--- config.mk ---
export PLATFORM = sky130hd
export DESIGN_NAME = lane_mux_2x1_8bits
export DESIGN_NICKNAME = d
export VERILOG_FILES = /design/src/rtl/lane_mux_2x1_8bits.sv
export SDC_FILE = /design/constraint.sdc
export NUM_CORES = 1
export LEC_CHECK = 0
export CELL_PAD_IN_SITES_DETAIL_PLACEMENT = 1
export CELL_PAD_IN_SITES_GLOBAL_PLACEMENT = 2
export CORE_MARGIN = 3
export CORE_UTILIZATION = 25
export CTS_CLUSTER_SIZE = 28
export DETAILED_ROUTE_END_ITERATION = 8
export MAX_ROUTING_LAYER = met4
export PLACE_DENSITY_LB_ADDON = 0.15
export SYNTH_ARGS = -nofsm -noshare
export SYNTH_HDL_FRONTEND = slang
export SYNTH_SLANG_ARGS = --single-unit
--- constraint.sdc ---
create_clock -name clk -period 2.05 [get_ports clk]
set_input_delay 0.41 -clock clk [delete_from_list [all_inputs] [get_ports clk]]
set_output_delay 0.41 -clock clk [all_outputs]
set_load 0.01 [all_outputs]
--- src/rtl/lane_mux_2x1_8bits.sv ---
// Two-lane byte merger: per-lane FIFOs feed a strict lane0/lane1 alternating
// output stream; a lane that is empty stalls the merge rather than being skipped.
module lane_mux_2x1_8bits #(
    parameter int WIDTH = 8,
    parameter int DEPTH = 4
) (
    input  logic             clk,
    input  logic             reset_L,
    input  logic [WIDTH-1:0] data_in0,
    input  logic             valid_in0,
    output logic             ready0,
    input  logic [WIDTH-1:0] data_in1,
    input  logic             valid_in1,
    output logic             ready1,
    output logic [WIDTH-1:0] data_out,
    output logic             valid_out,
    output logic             err_ovf
);
    localparam int AW = $clog2(DEPTH);
    localparam int CW = AW + 1;
    localparam logic [CW-1:0] FULL = CW'(DEPTH);
    localparam logic [AW-1:0] PTR_ONE = AW'(1);
    localparam logic [CW-1:0] CNT_ONE = CW'(1);

    logic [WIDTH-1:0] mem0_q [DEPTH];
    logic [WIDTH-1:0] mem1_q [DEPTH];
    logic [AW-1:0]    wr_ptr0_q, rd_ptr0_q, wr_ptr1_q, rd_ptr1_q;
    logic [CW-1:0]    cnt0_q, cnt0_d, cnt1_q, cnt1_d;
    logic             sel_q;
    logic [WIDTH-1:0] data_out_q, data_out_d;
    logic             valid_out_q;
    logic             err_ovf_q, err_ovf_d;

    logic             wr0, wr1, rd0, rd1, ovf;
    logic [WIDTH-1:0] head;

    // Read decision uses the pre-edge count, so a byte is never emitted on the edge it is written.
    always_comb begin
        wr0  = valid_in0 && (cnt0_q != FULL);
        wr1  = valid_in1 && (cnt1_q != FULL);
        ovf  = (valid_in0 && (cnt0_q == FULL)) || (valid_in1 && (cnt1_q == FULL));
        rd0  = !sel_q && (cnt0_q != '0);
        rd1  =  sel_q && (cnt1_q != '0);
        head = sel_q ? mem1_q[rd_ptr1_q] : mem0_q[rd_ptr0_q];

        cnt0_d = cnt0_q;
        if (wr0 && !rd0) cnt0_d = cnt0_q + CNT_ONE;
        if (!wr0 && rd0) cnt0_d = cnt0_q - CNT_ONE;

        cnt1_d = cnt1_q;
        if (wr1 && !rd1) cnt1_d = cnt1_q + CNT_ONE;
        if (!wr1 && rd1) cnt1_d = cnt1_q - CNT_ONE;

        data_out_d = (rd0 || rd1) ? head : data_out_q;
        err_ovf_d  = err_ovf_q || ovf;
    end

    always_ff @(posedge clk) begin
        if (wr0) mem0_q[wr_ptr0_q] <= data_in0;
        if (wr1) mem1_q[wr_ptr1_q] <= data_in1;
    end

    always_ff @(posedge clk or negedge reset_L) begin
        if (!reset_L) begin
            wr_ptr0_q   <= '0;
            rd_ptr0_q   <= '0;
            wr_ptr1_q   <= '0;
            rd_ptr1_q   <= '0;
            cnt0_q      <= '0;
            cnt1_q      <= '0;
            sel_q       <= 1'b0;
            data_out_q  <= '0;
            valid_out_q <= 1'b0;
            err_ovf_q   <= 1'b0;
        end else begin
            if (wr0) wr_ptr0_q <= wr_ptr0_q + PTR_ONE;
            if (wr1) wr_ptr1_q <= wr_ptr1_q + PTR_ONE;
            if (rd0) rd_ptr0_q <= rd_ptr0_q + PTR_ONE;
            if (rd1) rd_ptr1_q <= rd_ptr1_q + PTR_ONE;
            cnt0_q      <= cnt0_d;
            cnt1_q      <= cnt1_d;
            if (rd0 || rd1) sel_q <= ~sel_q;
            data_out_q  <= data_out_d;
            valid_out_q <= rd0 || rd1;
            err_ovf_q   <= err_ovf_d;
        end
    end

    // Upstream is held off for the whole time reset is asserted.
    assign ready0    = reset_L && (cnt0_q != FULL);
    assign ready1    = reset_L && (cnt1_q != FULL);
    assign data_out  = data_out_q;
    assign valid_out = valid_out_q;
    assign err_ovf   = err_ovf_q;
endmodule
==> results.ini <==
[status]
status = finished clean

[sta]
grt_setup_unrepaired = yes
setup-violations-final = 0
maxSlewViolCount = 0
hold_ws_ps = 222
tns_ps = 0
fin_crit_sh = 0.946
layout_min_cycle_time_ps = 1940
finalWorstSetupSlack_ps = 111
worst_pin_slew_ps = 463
skew_ps = 8.01
slew_headroom = 0.691
hold_violations = 0
max_freq_mhz = 516

[synth]
synth_compound_area_frac = 0.0371
synth_nets = 254
synth-xor-area-share = 0.0283
synth_edf_count = 64
synthAdderAreaFrac = 0.0445
synth_top_family_by_area = multiplexers
yosys.area.top_type = edfxtp_1
syn_area_um2 = 3710
yosys_register_bits = 89
synthCells = 222
synth_top_cell_area_share = 0.518
synthMuxAreaShare = 0.107
synth_most_common_cell = edfxtp_1
async_flop_share = 0.281
synth_area_leaders = edfxtp_1, dfrtp_1, mux4_2
synth_warnings = 0
synth_cell_types = 32
synth-simple-area-share = 0.0712
ys_seq_area_frac = 0.687
post_synth.cell_area_avg_um2 = 16.7
ys.flop_type = edfxtp_1
synthTopCellsByCount = edfxtp_1, dfrtp_1, nand2_1, mux4_2, inv_1

[floorplanning]
dieHeight_um = 128
rows = 43
ios = 32
die-area_um2 = 16300
die_w_um = 128
start_util = 0.261
core_um2 = 14200

[cts]
clk_path_buf_depth = 2
path_clk_slew_ps = 70
htreeDepth = 3
cts_buffers = 9
insertion_delay_ps = 340
cts_tree = built
cts_root_buf = clkbuf_16
cts.sinks = 89
ctsHoldBuffers = 0

[layout]
drive_above_1_share = 0.273
nFillCells = 1482
regArea_um2 = 2550
fin_util = 0.344
multiInputGateArea_um2 = 1080
antennaDiodeCount = 0
fin_nets = 324
synthToLayoutAreaGrowth_pct = 31.7

[placement]
gp_congestion = 0.701
portBuffers = 31
post-place-ws_ps = -95.5
hpwl_um = 5700

[global_route]
grt_pass1_wl_um = 13000
grt_pass1_vias = 2259
grt_overflow_total = 0
grt_antenna_before_repair = 0
grt_use_total = 0.111
grt_max_degree = 19

[setup_path]
cp.required_ps = 2320
cp.arrival_ps = 2210
r2r-start = cnt1_q[0]
cp-start-kind = flip-flop
r2r_setup_slack_ps = 110
reg2reg_depth = 10
cp-end-kind = flip-flop
rr_endpoint = cnt1_q[2]
setup.worst_path.class = flip-flop to flip-flop
cp_max_fo = 3

[detailed_routing]
routed_wirelength_um = 8020
drtPass1Iterations = 4
ant_nets = 0
vias = 2073
initialDrtViolationCount = 90
wl_per_cell_um = 16.8
vias_per_cell = 4.35
drc_errors = 0

[power]
powerDensity_nw_per_um2 = 1530
p_leak_nw = 1.85
vdd_ir_drop_max_mv = 0.505

[worst_hold_path]
hp-class = input port to async pin

[job]
cap_violations = 0

==> worst max-delay path by stage <==
stage	from	to	slack, ps
after floorplan	cnt1_q[0]	cnt1_q[2]	90
after global placement	reset_L	ready0	-90
final	cnt1_q[0]	cnt1_q[2]	110
after detailed placement	reset_L	ready0	-100
after global routing	cnt1_q[0]	cnt1_q[2]	-40
after CTS	cnt1_q[1]	cnt1_q[2]	-50
==> metrics by stage <==
step	instances	cell area (µm²)	total power [W]
2_1_floorplan	222	3710	0.00443
3_3_place_gp	457	4510	0.00566
3_5_place_dp	457	4510	0.00570
4_1_cts	476	4870	0.00762
5_1_grt	477	4890	0.00806
6_report	477	4890	0.00746
==> final cells by class <==
type / instances / area share
inverter: 12 / 0.00922
sequential: 89 / 0.521
tap: 180 / 0.0461
clock inverter: 7 / 0.0218
timing repair buffer: 67 / 0.133
clock buffer: 9 / 0.0461
multi-input combinational: 113 / 0.222
==> cell usage in the layout, fill, tap and decap left out, drive strengths merged <==
master,instances
a21o,1
a21oi,9
a221o,1
a32oi,8
and2,9
and2b,1
buf,36
bufinv,2
clkbuf,10
clkdlybuf4s50,28
clkinv,1
dfrtp,25
dlygate4sd2,1
dlymetal6s2s,1
edfxtp,64
fa,2
ha,10
inv,16
mux2,2
mux2i,1
mux4,16
nand2,25
nand3,1
nor2,4
nor2b,3
nor3,2
nor3b,3
o21ai,1
or3,2
xnor2,5
xor2,7
==> kinds of logic (layout without fill, tap and decap cells) <==
logic type	Yosys count	count (layout)
XOR/XNOR	12	12
multiplexers	19	19
buffers and inverters	20	95
adder cells (fa/ha/maj)	12	12
AND/OR/NAND/NOR	50	50
AO/OA/AOI/OAI	20	20
flip-flops	89	89
==> power by group <==
group / switching (W) / leakage (nW) / internal, W
Sequential: 0.000329 / 0.871 / 0.00248
Clock: 0.000728 / 0.163 / 0.00109
Combinational: 0.00133 / 0.812 / 0.00150
Total: 0.00239 / 1.85 / 0.00507
==> flip-flops by register name (all words and copies together) (netlist names), 2 cells and up <==
signal / cells
cnt1_q: 3
wr_ptr0_q: 2
cnt0_q: 3
rd_ptr0_q: 2
data_out: 8
rd_ptr1_q: 2
wr_ptr1_q: 2
mem1_q: 32
mem0_q: 32
==> metal layers <==
| metal | wire length [µm] | GRT usage | vias to the layer above |
|---|---|---|---|
| li1 | - | - | 961 |
| met2 | 3710 | 0.157 | 34 |
| met3 | 321 | 0.0275 | 8 |
| met5 | 0 | - | - |
| met4 | 132 | 0.0468 | 0 |
| met1 | 3850 | 0.153 | 1070 |
==> critical path, cell delays in order (launching register included) <==
cell     delay [ps]
dfrtp_1         410
nor3b_2         230
buf_4           140
nor2b_2          40
inv_1            60
ha_2            180
inv_2            40
fa_2            340
xor2_1          160
nor2_1          130
xor2_1          140
==> timing repair <==
action | 4_1_cts | 5_1_grt
setup endpoints to repair | 2 | 5
gates resized for setup | 4 | 6
endpoints found under the hold margin | 0 | 0
pin swaps | 2 | 7
setup buffers | 3 | 3
Power figures use the tool's default switching activity.
